<file path="src/rtl/boe_sched_if.sv">
// Requester-side and engine-side signals of the BOE frame scheduler.
// master = requesters/engine model, slave = scheduler.
interface boe_sched_if;
  logic       req0, req1;
  logic [2:0] num0, num1;
  logic [7:0] din0, din1;
  logic       gnt0, gnt1;
  logic       eng_start;
  logic [2:0] eng_num;
  logic [7:0] eng_data;
  logic       busy, done, err;

  modport master (
    output req0, req1, num0, num1, din0, din1,
    input  gnt0, gnt1, eng_start, eng_num, eng_data, busy, done, err
  );

  modport slave (
    input  req0, req1, num0, num1, din0, din1,
    output gnt0, gnt1, eng_start, eng_num, eng_data, busy, done, err
  );
endinterface

</file>
<file path="src/rtl/boe_sched.sv">
// Two-requester round-robin scheduler feeding one shared BOE engine:
// grants a frame of N bytes, waits for the engine drain, then signals done.
module boe_sched #(
  parameter int DRAIN_EXTRA = 3
) (
  input logic       clk,
  input logic       rst,
  boe_sched_if.slave bus
);

  localparam logic [1:0] IDLE  = 2'd0;
  localparam logic [1:0] LOAD  = 2'd1;
  localparam logic [1:0] DRAIN = 2'd2;
  localparam logic [1:0] DONE  = 2'd3;

  logic [1:0] state;
  logic [3:0] cnt;
  logic       last;     // last served requester; 1 => requester 1
  logic       win;      // owner of the frame in flight
  logic [2:0] num_q;
  logic [7:0] data_q;
  logic       start_q;
  logic       err_q;

  logic       any_req;
  logic       pick;
  logic [2:0] pick_num;
  logic [3:0] load_last;
  logic [3:0] drain_last;

  assign any_req  = bus.req0 | bus.req1;
  // On a tie the requester not served last wins.
  assign pick     = (bus.req0 & bus.req1) ? ~last : bus.req1;
  assign pick_num = pick ? bus.num1 : bus.num0;

  assign load_last  = {1'b0, num_q} - 4'd1;
  assign drain_last = {1'b0, num_q} + 4'(DRAIN_EXTRA) - 4'd1;

  always_ff @(posedge clk or posedge rst) begin
    if (rst) begin
      state   <= IDLE;
      cnt     <= '0;
      last    <= 1'b1;
      win     <= 1'b0;
      num_q   <= '0;
      data_q  <= '0;
      start_q <= 1'b0;
      err_q   <= 1'b0;
    end else begin
      start_q <= 1'b0;
      err_q   <= 1'b0;
      case (state)
        IDLE: begin
          if (any_req) begin
            win   <= pick;
            num_q <= pick_num;
            cnt   <= '0;
            // Zero-length frames are rejected on the spot; the pointer still
            // advances so a stuck N=0 requester cannot starve the other one.
            if (pick_num == 3'd0) begin
              err_q <= 1'b1;
              last  <= pick;
            end else begin
              state <= LOAD;
            end
          end
        end
        LOAD: begin
          data_q  <= win ? bus.din1 : bus.din0;
          start_q <= (cnt == 4'd0);
          if (cnt == load_last) begin
            cnt   <= '0;
            state <= DRAIN;
          end else begin
            cnt <= cnt + 4'd1;
          end
        end
        DRAIN: begin
          if (cnt == drain_last) begin
            cnt   <= '0;
            state <= DONE;
          end else begin
            cnt <= cnt + 4'd1;
          end
        end
        DONE: begin
          last  <= win;
          state <= IDLE;
        end
        default: state <= IDLE;
      endcase
    end
  end

  assign bus.gnt0      = (state == LOAD) & ~win;
  assign bus.gnt1      = (state == LOAD) &  win;
  assign bus.busy      = (state != IDLE);
  assign bus.done      = (state == DONE);
  assign bus.eng_start = start_q;
  assign bus.eng_num   = num_q;
  assign bus.eng_data  = data_q;
  assign bus.err       = err_q;

endmodule

</file>
<file path="src/flat_wrapper.sv">
// flat-port wrapper written by rule: the top's interface ports become plain ports
module boe_sched_flat 
#(
  parameter int DRAIN_EXTRA = 3
)
  (clk, rst, bus_req0, bus_req1, bus_num0, bus_num1, bus_din0, bus_din1, bus_gnt0, bus_gnt1, bus_eng_start, bus_eng_num, bus_eng_data, bus_busy, bus_done, bus_err);
  boe_sched_if bus_i ();
  input logic clk;
  input logic rst;
  input wire logic [$bits(bus_i.req0)-1:0] bus_req0;
  input wire logic [$bits(bus_i.req1)-1:0] bus_req1;
  input wire logic [$bits(bus_i.num0)-1:0] bus_num0;
  input wire logic [$bits(bus_i.num1)-1:0] bus_num1;
  input wire logic [$bits(bus_i.din0)-1:0] bus_din0;
  input wire logic [$bits(bus_i.din1)-1:0] bus_din1;
  output wire logic [$bits(bus_i.gnt0)-1:0] bus_gnt0;
  output wire logic [$bits(bus_i.gnt1)-1:0] bus_gnt1;
  output wire logic [$bits(bus_i.eng_start)-1:0] bus_eng_start;
  output wire logic [$bits(bus_i.eng_num)-1:0] bus_eng_num;
  output wire logic [$bits(bus_i.eng_data)-1:0] bus_eng_data;
  output wire logic [$bits(bus_i.busy)-1:0] bus_busy;
  output wire logic [$bits(bus_i.done)-1:0] bus_done;
  output wire logic [$bits(bus_i.err)-1:0] bus_err;
  assign bus_i.req0 = bus_req0;
  assign bus_i.req1 = bus_req1;
  assign bus_i.num0 = bus_num0;
  assign bus_i.num1 = bus_num1;
  assign bus_i.din0 = bus_din0;
  assign bus_i.din1 = bus_din1;
  assign bus_gnt0 = bus_i.gnt0;
  assign bus_gnt1 = bus_i.gnt1;
  assign bus_eng_start = bus_i.eng_start;
  assign bus_eng_num = bus_i.eng_num;
  assign bus_eng_data = bus_i.eng_data;
  assign bus_busy = bus_i.busy;
  assign bus_done = bus_i.done;
  assign bus_err = bus_i.err;
  boe_sched #(.DRAIN_EXTRA(DRAIN_EXTRA)) u_core (.clk(clk), .rst(rst), .bus(bus_i));
endmodule
</file>
<file path="config.mk">
export PLATFORM = sky130hd
export DESIGN_NAME = boe_sched_flat
export DESIGN_NICKNAME = d
export VERILOG_FILES = /design/src/rtl/boe_sched_if.sv /design/src/rtl/boe_sched.sv /design/src/flat_wrapper.sv
export SDC_FILE = /design/constraint.sdc
export NUM_CORES = 1
export LEC_CHECK = 0
export ABC_AREA = 1
export BUFFER_PORTS_ARGS = -buffer_cell sky130_fd_sc_hd__buf_2
export CORE_AREA = 2 2 49 73
export DETAILED_ROUTE_END_ITERATION = 10
export DIE_AREA = 0 0 51 75
export PLACE_DENSITY = 0.73
export SLEW_MARGIN = 20
export SYNTH_ARGS = -nofsm -noshare
export SYNTH_HDL_FRONTEND = slang
export SYNTH_SLANG_ARGS = --single-unit
</file>
<file path="constraint.sdc">
create_clock -name clk -period 1.6 [get_ports clk]
set_clock_uncertainty 0.05 [all_clocks]
set_input_delay 0.16 -clock clk [delete_from_list [all_inputs] [get_ports clk]]
set_output_delay 0.16 -clock clk [all_outputs]
set_load 0.005 [all_outputs]
</file>
Word-level counts from Yosys, hierarchy flattened --
Index checks and enable logic that the tools add are counted.
Operators by class: $add $sub $neg 4, eq/ne operators 10, multiplexer cells 19, bitwise operators 6, reduce and logical (&&, ||, !) cells 10
Operators with widths (count):
- $mux 4 | 3
- $pmux 4 s3 | 1
- $eq 4x4->1 | 2
- $mux 2 | 4
- $mux 8 | 1
- $ne 2x1->1 const B | 4
- $pmux 2 s4 | 1
- $mux 1 | 7
- $add 3x2->4 const B | 1
- $add 4x1->4 const B | 1
- $eq 2x2->1 const B | 2
- $logic_not 4->1 | 1
- $reduce_and 2->1 | 2
- $reduce_and 4->1 | 1
- $reduce_bool 2->1 | 2
- $sub 3x1->4 const B | 1
- $sub 4x1->4 const B | 1
- $and 1x1->1 | 3
- $logic_not 3->1 | 1
- $mux 3 | 1
- $reduce_and 3->1 | 1
- $reduce_bool 3->1 | 1
- $eq 2x1->1 const B | 1
- $logic_not 2->1 | 1
- other kinds (4) | 5
Storage, ports and cells: bits in registers 21, bits of input ports 26

Depth between registers and ports, before layout --
Gate-level depths: netlist of the first run.
word-level depth 7, gate-level depth with buffers 12, gate-level depth less buffers 12

Worst setup path after synthesis of the first run --
Ideal clock, no wire load.
path kind reg2reg, start register u_core.num_q[1], in the netlist u_core.bus.eng_num[1], end register u_core.state[1], setup time 0.117 ns, arrival time 1.415 ns, data required time 1.433 ns, path slack 0.019 ns, stages on the path, launching flop included 12, clock period less this slack 1.581 ns, cell sequence dfrtp_1 -> inv_1 -> ha_1 -> inv_1 -> nand2_1 -> nand2_2 -> nor2_4 -> nand3_4 -> a21oi_4 -> nand2_2 -> nand2_1 -> nand2_1
On the way: longest elaborated chain between the ends 5
Ends and longest elaborated chain:
- from (decl) | line boe_sched.sv:20 | logic [2:0] num_q;
- from (signal assigned) | line boe_sched.sv:56 | num_q <= pick_num;
- $add 3x2->4 | line boe_sched.sv:37 | assign drain_last = {1'b0, num_q} + 4'(DRAIN_EXTRA) - 4'd1;
- $sub 4x1->4 | line boe_sched.sv:37
- $eq 4x4->1 | line boe_sched.sv:79 | if (cnt == drain_last) begin
- $ne 2x1->1 (no source line)
- $reduce_and 4->1 (no source line) (*)
- to (signal assigned) | line boe_sched.sv:41 | state <= IDLE;
- to (signal assigned) | line boe_sched.sv:81 | state <= DONE;
- to (signal assigned) | line boe_sched.sv:88 | state <= IDLE;
- to (decl) | line boe_sched.sv:16 | logic [1:0] state;
Every way passes the cells marked *; elsewhere a longest branch is shown, timed or not. A chain may end at the register's enable or synchronous reset.

Worst setup path after layout of the first run --
Same ends and word-level chain as after synthesis.

==> metrics.yaml, run 1 <==
route.detailed.drc: 0
syn_inst: 202
start_kind: "flip-flop"
arrival_ns: 1.71
violations: "setup timing"
setup_viol: 2
clock_path_buffers: 2
viasPerCell: 4.71
slew_headroom_pct: 79.1
n_antenna_cell: 0
ys_seq_area_share_pct: 37.3
yosysUniqueCellTypes: 20
period_share_pct: 100
path_clk_slew_ns: 0.08
wl_um: 3190
tns_ns: -0.00234
cts_buffers: 3
critPathKind: "reg -> reg"
syn-num-nets: 238
grt_start_max_net_pins: 15
io_buffers: 42
max_freq_mhz: 625
hold_path.class: "in -> reg"
clk_latency_ns: 0.26
drv_cap: 0
io-pin-count: 43
cp_cell_sequence: "inv_2 -> ha_4 -> inv_2 -> nand2_2 -> nand2_2 -> nor2_4 -> a21oi_2 -> a21oi_4 -> nand2_2 -> nand2_1 -> nand2_1"
cts_max_level: 1
critPathMaxFanout: 4
die_h_um: 75
cts_num_sinks: 21
layout-drive-gt1-share_pct: 36.3
syn_area_per_cell_um2: 6.99
dr.pass1.iters: 4
dr_total_vias: 1421
fin_ws_ns: -0.00125
comb_power_share_pct: 63.9
cp_slowest_cell: "dfrtp_1"
cp_top_family: "simple AND/OR/NAND/NOR gates"
outcome: "complete, but fails checks"
grt_overflow: 0
dp_hpwl_um: 2430
endpoint_kind: "flip-flop"
grt_pass1_wl_um: 5330
internal_power_mw: 1.92
fin_nets: 299
yosys_warnings: 0
slowest_delay_ns: 0.40
crit_top_cell: "nand2_2"
power_mw: 3.54
core_area_um2: 3160
path_buf_inv: 2
drt-initial-drc-count: 32
synth-seq-cells: 21
slew_viol_final: 0
syn_area_um2: 1410
rsz0062_at_grt: "true"
grt_usage_pct: 18.4
period_needed_ns: 1.60
power_frac_clock_pct: 9.9
place_congestion: 0.860
rows: 25
p_switching_mw: 1.62
wl_per_cell_um: 10.6
start_util_pct: 44.7
cts_tree: "yes"
root_buffer: "clkbuf_8"
cellLeakagePower_nw: 1.08
grt_pass1_vias: 1265
pwr_density_cell_nw_per_um2: 1870
seqPwrFrac_pct: 26.2
die_area_um2: 3830
fp.dieW_um: 51
required_ns: 1.71
finalHoldViolations: 0
netSwitchingFraction_pct: 45.7
irDropWorstVdd_mv: 1.45
syn_to_final_growth_pct: 33.9
antenna_found_initial: 0
drtAntennaViolNets: 0
tightestPinTransition_ns: 0.313
## cell type report
type | count | area, um2
multi-input combinational | 153 | 837
timing repair buffer | 58 | 333
sequential | 21 | 527
fill | 307 | 1270
clock buffer | 3 | 41.3
tap | 40 | 50.0
inverter | 26 | 98.8
clock inverter | 1 | 5.00
## cell usage in the layout (no fill, tap or decap), drive strengths merged
cell	count
nor3	1
a21oi	2
nand3	29
dfrtp	20
dfstp	1
dlygate4sd3	1
nor2	11
clkinv	2
ha	10
o21ai	5
buf	57
xor2	2
nand2	90
inv	25
nand3b	3
clkbuf	3
## kinds of logic (layout without fill, tap and decap cells)
group	count (synthesis)	in the layout	share of synthesized area, %
XOR/XNOR	2	2	1.24
AND/OR/NAND/NOR	134	134	41.7
adder cells (fa/ha/maj)	10	10	8.86
AO/OA/AOI/OAI	7	7	3.28
buffers and inverters	28	88	7.62
flip-flops	21	21	37.3
## per-layer routing
layer	up-vias	share of wire, %	global-route usage (%)
li1	746	-	-
met3	8	2.4	1.79
met1	643	41	22.7
met5	-	0	0
met2	24	55	32.5
met4	0	1.8	8.41
## power groups by stage
| stage | Combinational (mW) | Clock, mW | Sequential [mW] |
|---|---|---|---|
| 5_1_grt | 2.58 | 0.386 | 0.962 |
| 6_report | 2.26 | 0.351 | 0.928 |
| 2_1_floorplan | 1.33 | 0 | 0.944 |
| 3_5_place_dp | 1.95 | 0 | 0.936 |
| 3_3_place_gp | 1.91 | 0 | 0.937 |
| 4_1_cts | 2.09 | 0.353 | 0.931 |
## through the flow
stage                     setup slack, ns  util, %  hold WS (ns)  instance area [um2]  std cells
after floorplan                    0.0188        -        0.0858                 1410        202
after global placement            0.00113     54.5        0.0683                 1720        290
after detailed placement          -0.0480     54.5        0.0738                 1720        290
after CTS                         -0.0258     57.7        0.0495                 1820        297
after global routing               -0.131     59.9        0.0580                 1890        302
final                            -0.00125     59.9        0.0450                 1890        302
## registers in the layout, indices dropped and copies added (netlist names)
register              cells
u_core.bus.eng_start      1
u_core.cnt                4
u_core.bus.err            1
u_core.last               1
u_core.win                1
u_core.bus.eng_num        3
u_core.state              2
u_core.bus.eng_data       8
## cells in the mapped netlist (all sizes together)
master,count,area (um2)
a21oi,2,21.3
ha,10,125
clkinv,1,3.75
xor2,2,17.5
nor3,1,5.00
nor2,11,53.8
nand3,29,158
o21ai,5,25.0
dfstp,1,26.3
buf,2,10.0
nand3b,3,22.5
nand2,90,350
inv,25,93.8
dfrtp,20,500
## path summary, 6_finish.rpt
path | start | to | slack (ns) | cells past startpoint
min in group asynchronous | rst | u_core.bus.eng_data[1] | 0.33 | 3
max | u_core.bus.eng_num[1] | u_core.state[1] | -0.001 | 11
min reg2reg | u_core.last | u_core.last | 0.41 | 2
min | bus_din0[3] | u_core.bus.eng_data[3] | 0.04 | 3
max in group asynchronous | rst | u_core.last | 0.62 | 4
max reg2reg | u_core.bus.eng_num[1] | u_core.state[1] | -0.001 | 11
## repair_timing
item,CTS,global route
setup endpoints to repair,8,8
setup buffers,2,5
hold buffers,1,0
resized for setup,8,8
hold endpoints to repair,7,0
pin swaps,2,6
## worst reg2reg max path, cell delays in order (launching register included)
cell and delay, ns:
dfrtp_1 0.40, inv_2 0.09, ha_4 0.28, inv_2 0.03, nand2_2 0.05, nand2_2 0.07
nor2_4 0.13, a21oi_2 0.08, a21oi_4 0.15, nand2_2 0.07, nand2_1 0.06, nand2_1 0.04
Power figures use the tool's default switching activity.
==> inputs of run 2 (changes only) <==
- CORE_AREA: 2 2 49 73 -> 2 2 59 61
- DIE_AREA: 0 0 51 75 -> 0 0 61 63
==> run 2 against run 1 <==
  * The run still ends with setup timing left
  * Final area shrank 1.7%
  * Sequential share of layout area is 0.54 points higher
  * Sequential power grew 0.9%
  * Via count grew 0.42%
  * Critical path depth unchanged
  * Count of clock-buffer cells in the layout stayed put
  * Flip-flop and latch count did not move
  * Combinational power down 2%
  * Hold slack worse by 0.039 ns
  * Routed wire length rose by 2.0%
  * Non-clock buffer count is 1 lower
  * Final cell count is 1.7% higher
  * Critical path type unchanged
  * Largest power group unchanged
==> metrics.yaml, run 2 (synthesized netlist as in run 1, its figures left out) <==
irDropWorstVdd_mv: 1.02
slew_headroom_pct: 81.0
drtAntennaViolNets: 0
critPathKind: "reg -> reg"
wl_met1_um: 1450
n_antenna_cell: 0
grt_start_max_net_pins: 22
fin_ws_ns: -0.0281
cts_max_level: 1
setup_viol: 3
grt_overflow: 0
placed_area_um2: 1720
rsz0062_at_grt: "true"
fin_nets: 298
grt_usage_pct: 18.8
power_mw: 3.41
io_buffers: 42
hold_path.class: "in -> reg"
seqCellArea_um2: 528
cts_tree: "yes"
slew_viol_final: 0
start_util_pct: 43.7
finalHoldViolations: 0
required_ns: 1.76
drt-initial-drc-count: 59
finish.instance_area_um2: 1860
io-pin-count: 43
largest_reg_flops: 8
wl_per_cell_um: 10.6
syn_to_final_growth_pct: 31.7
place_congestion: 0.821
path_clk_slew_ns: 0.13
dr_total_vias: 1427
tightestPinTransition_ns: 0.285
fill_cells: 323
critPathMaxFanout: 5
endpoint_kind: "flip-flop"
cts_num_sinks: 21
pwr_density_cell_nw_per_um2: 1830
wl_met2_um: 1650
max_freq_mhz: 614
die_h_um: 63
cellLeakagePower_nw: 1.06
dp_hpwl_um: 2400
period_share_pct: 102
viasPerCell: 4.65
violations: "setup timing"
rows: 21
drv_cap: 0
die_area_um2: 3840
fp.dieW_um: 61
wl_um: 3250
grt_pass1_wl_um: 5640
arrival_ns: 1.79
layout_commonest_cell: "nand2_1"
root_buffer: "clkbuf_4"
start_kind: "flip-flop"
mostFrequentLayoutCells: "84 x nand2_1, 42 x buf_2, 28 x nand3_1"
core_area_um2: 3230
route.detailed.drc: 0
clock_path_buffers: 2
cts_buffers: 3
antenna_found_initial: 0
period_needed_ns: 1.63
dr.pass1.iters: 4
top_layer: "met4"
grt_pass1_vias: 1349
dr_wl_met3_um: 120
clk_latency_ns: 0.30
outcome: "complete, but fails checks"
layout-drive-gt1-share_pct: 34.1
multiInputGateArea_um2: 817
run 2: cell count changes in the layout (fill, tap and decap cells not counted), moves of 2 or more:
cell and delta:
inv_4 +2, nand2_2 -3, nand2_1 +3, buf_4 -2
clkbuf_8 -3, clkbuf_4 +3
run 2: metrics by stage:
stage               worst slack [ns]  hold slack (ns)  setup TNS [ns]  utilization (%)  cells
global placement             0.00744            0.157               0             53.3    295
global route                  -0.144         0.000158          -0.677             57.6    307
floorplan                     0.0188           0.0858               0                -    202
CTS                          -0.0245          0.00194         -0.0481             56.1    303
finish                       -0.0281          0.00574         -0.0430             57.6    307
detailed placement           -0.0640            0.161          -0.121             53.3    295
run 2: layout make-up:
type	count	area share, %
clock buffers	3	1.21
flip-flops and latches	21	28.4
clock inverters	1	0.269
repair buffers	57	17.6
inverters	26	5.51
multi-input cells	153	43.9
well taps	46	3.09
run 2: worst paths after layout:
| kind | start | endpoint | slack, ns | cells after the start |
|---|---|---|---|---|
| setup / recovery | u_core.bus.eng_num[1] | u_core.state[1] | -0.03 | 11 |
| hold / removal | bus_din0[1] | u_core.bus.eng_data[1] | 0.006 | 3 |
| setup reg to reg | u_core.bus.eng_num[1] | u_core.state[1] | -0.03 | 11 |
| hold reg to reg | u_core.last | u_core.last | 0.42 | 2 |
| max in group asynchronous | rst | u_core.last | 0.86 | 4 |
| min in group asynchronous | rst | u_core.cnt[3] | 0.37 | 4 |
run 2: repair_timing:
action	4_1_cts	5_1_grt
hold buffers	1	1
setup buffers	3	3
hold endpoints to repair	20	1
pin swaps	2	2
setup endpoints to repair	6	9
gates resized for setup	9	5
run 2: worst max-delay path: stages, from the launching register on:
cell and delay [ns]:
dfrtp_1 0.43, inv_2 0.09, ha_4 0.28, inv_2 0.03, nand2_2 0.06, nand2_2 0.06
nor2_4 0.09, nand3_4 0.10, a21oi_4 0.16, nand2_2 0.07, nand2_1 0.07, nand2_1 0.05
run 2: layer usage:
layer / vias to the layer above / track usage [%]
met3: 2 / 2.90
met5: - / 0
li1: 745 / -
met4: 0 / 5.98
met2: 37 / 32.4
met1: 643 / 23.3
run 2: power breakdown:
part / switching [mW] / internal, mW / leakage [nW]
combinational: 1.26 / 0.952 / 0.781
sequential: 0.174 / 0.763 / 0.263
clock: 0.168 / 0.0931 / 0.0177
total: 1.60 / 1.81 / 1.06
==> inputs of run 3 (changes only) <==
- CORE_AREA: 2 2 59 61 -> 2 2 57 59
- DIE_AREA: 0 0 61 63 -> 0 0 59 61
- PLACE_DENSITY: 0.73 -> 0.79
- clock period: 1.6 -> 1.93 ns (I/O delays scaled with it)
==> run 3 against run 2 <==
  * Critical path depth fell by 6
  * The flow now finishes without violations
  * Final area fell by 7.1%
  * Global-route usage fell by 0.80 points
  * Largest cell class unchanged
  * Largest power group unchanged
  * First-iteration DRC count fell by 41%
==> metrics.yaml, run 3 (synthesized netlist as in run 1, its figures left out) <==
setup_viol: 0
power_frac_clock_pct: 8.2
required_ns: 1.69
cts_num_sinks: 21
critPathMaxFanout: 8
wl_met1_um: 1330
power_mw: 2.53
rows: 20
cp_cell_sequence: "inv_1 -> ha_2 -> inv_2 -> nor2_2 -> buf_2"
cp_slowest_cell: "dfrtp_1"
r2r-end: "u_core.state[1]"
dp_hpwl_um: 2350
finalHoldViolations: 0
clock_path_buffers: 2
grt_pass1_wl_um: 4960
wl_per_cell_um: 10.1
drtAntennaViolNets: 0
r2r_cells: 11
max_freq_mhz: 557
cts_buffers: 3
viasPerCell: 4.84
start_kind: "flip-flop"
layout-drive-gt1-share_pct: 28.7
irDropWorstVdd_mv: 1.04
p_switching_mw: 1.20
cts_tree: "yes"
die_area_um2: 3600
seqPwrFrac_pct: 30.9
cellLeakagePower_nw: 1.01
timing.rr.start: "u_core.bus.eng_num[1]"
grt_start_max_net_pins: 22
die_h_um: 61
cp_num_cells: 5
drt-initial-drc-count: 35
layout_commonest_cell: "nand2_1"
io_buffers: 42
slowest_delay_ns: 0.44
cts_setup_buffers: 0
r2r_setup_slack_ns: 0.24
cp_top_family: "flip-flops"
root_buffer: "clkbuf_4"
startpoint: "u_core.state[1]"
path_buf_inv: 3
largest_reg_flops: 8
syn_to_final_growth_pct: 22.3
critPathKind: "reg -> out"
internal_power_mw: 1.34
period_share_pct: 93.0
comb_power_share_pct: 60.9
place_congestion: 0.850
io-pin-count: 43
core_area_um2: 2950
route.detailed.drc: 0
arrival_ns: 1.55
slew_viol_final: 0
antenna_found_initial: 0
grt_usage_pct: 18.0
top_layer: "met4"
endpoint_kind: "primary output"
wl_um: 2860
grt_overflow: 0
rsz0062_at_grt: "false"
dr_wl_met3_um: 91
fin_nets: 288
cts_max_level: 1
fp.dieW_um: 59
tns_ns: 0
slew_headroom_pct: 80.9
period_needed_ns: 1.79
dr.pass1.iters: 4
start_util_pct: 47.8
hold_path.class: "in -> reg"
clk_latency_ns: 0.30
n_antenna_cell: 0
netSwitchingFraction_pct: 47.2
grt_pass1_vias: 1175
drv_cap: 0
outcome: "finished, final reports clean"
mostFrequentLayoutCells: "85 x nand2_1, 42 x buf_2, 28 x nand3_1"
pwr_density_cell_nw_per_um2: 1470
wl_met2_um: 1380
path_clk_slew_ns: 0.11
dr_total_vias: 1374
tightestPinTransition_ns: 0.287
crit_path_end: "bus_gnt0"
[run 3: cell types whose count changed in the layout (fill, tap and decap cells not counted), moves of 2 or more]
cell and change:
inv_4 -2, ha_4 -2, inv_1 +3, inv_2 -2, buf_4 -9
[run 3: per-stage QoR]
step	hold slack (ns)	std cells	area (um2)	worst slack (ns)	utilization, %
finish	0.0372	284	1730	0.135	58.5
global route	0.0297	284	1730	0.0130	58.5
CTS	0.0263	284	1720	0.0102	58.3
detailed placement	0.187	279	1680	0.240	57.0
global placement	0.185	279	1680	0.318	57.0
floorplan	0.119	202	1410	0.349	-
[run 3: worst min-delay path, cell delays in order]
cell and delay [ns]:
buf_2 0.07, nand2_1 0.04, nand3_1 0.05
[run 3: power by group through the flow]
| stage | registers, mW | logic (mW) | clock network [mW] |
|---|---|---|---|
| final | 0.782 | 1.54 | 0.207 |
| after global routing | 0.813 | 1.78 | 0.233 |
| after CTS | 0.782 | 1.55 | 0.217 |
| after detailed placement | 0.787 | 1.55 | 0 |
| after global placement | 0.786 | 1.52 | 0 |
| after floorplan | 0.783 | 1.10 | 0 |
[run 3: timing repair]
action / 4_1_cts / 5_1_grt
hold buffers: 1 / 0
endpoints found under the setup margin: 0 / 2
endpoints found under the hold margin: 20 / 0
gates resized for setup: 0 / 2
[run 3: layout make-up]
cell class	instances	area, um2
Multi-Input combinational cell	153	781
Inverter	26	101
Sequential cell	21	527
Fill cell	293	1220
Clock buffer	3	22.5
Clock inverter	1	5.00
Tap cell	33	41.3
Timing Repair Buffer	47	250
[run 3: worst min-delay path by stage]
stage                        endpoint  slack (ns)        start  cells after the start
2_1_floorplan  u_core.bus.eng_data[0]        0.12          rst                      1
3_3_place_gp            u_core.cnt[2]        0.19          rst                      3
3_5_place_dp            u_core.cnt[2]        0.19          rst                      3
4_1_cts        u_core.bus.eng_data[4]        0.03  bus_din0[4]                      3
5_1_grt        u_core.bus.eng_data[0]        0.03  bus_din0[0]                      3
6_report       u_core.bus.eng_data[0]        0.04  bus_din0[0]                      3
[run 3: per-layer routing]
layer	vias up	global-route usage, %
met5	-	0
met4	0	9.09
met3	5	2.99
met2	27	27.9
met1	618	24.5
li1	724	-
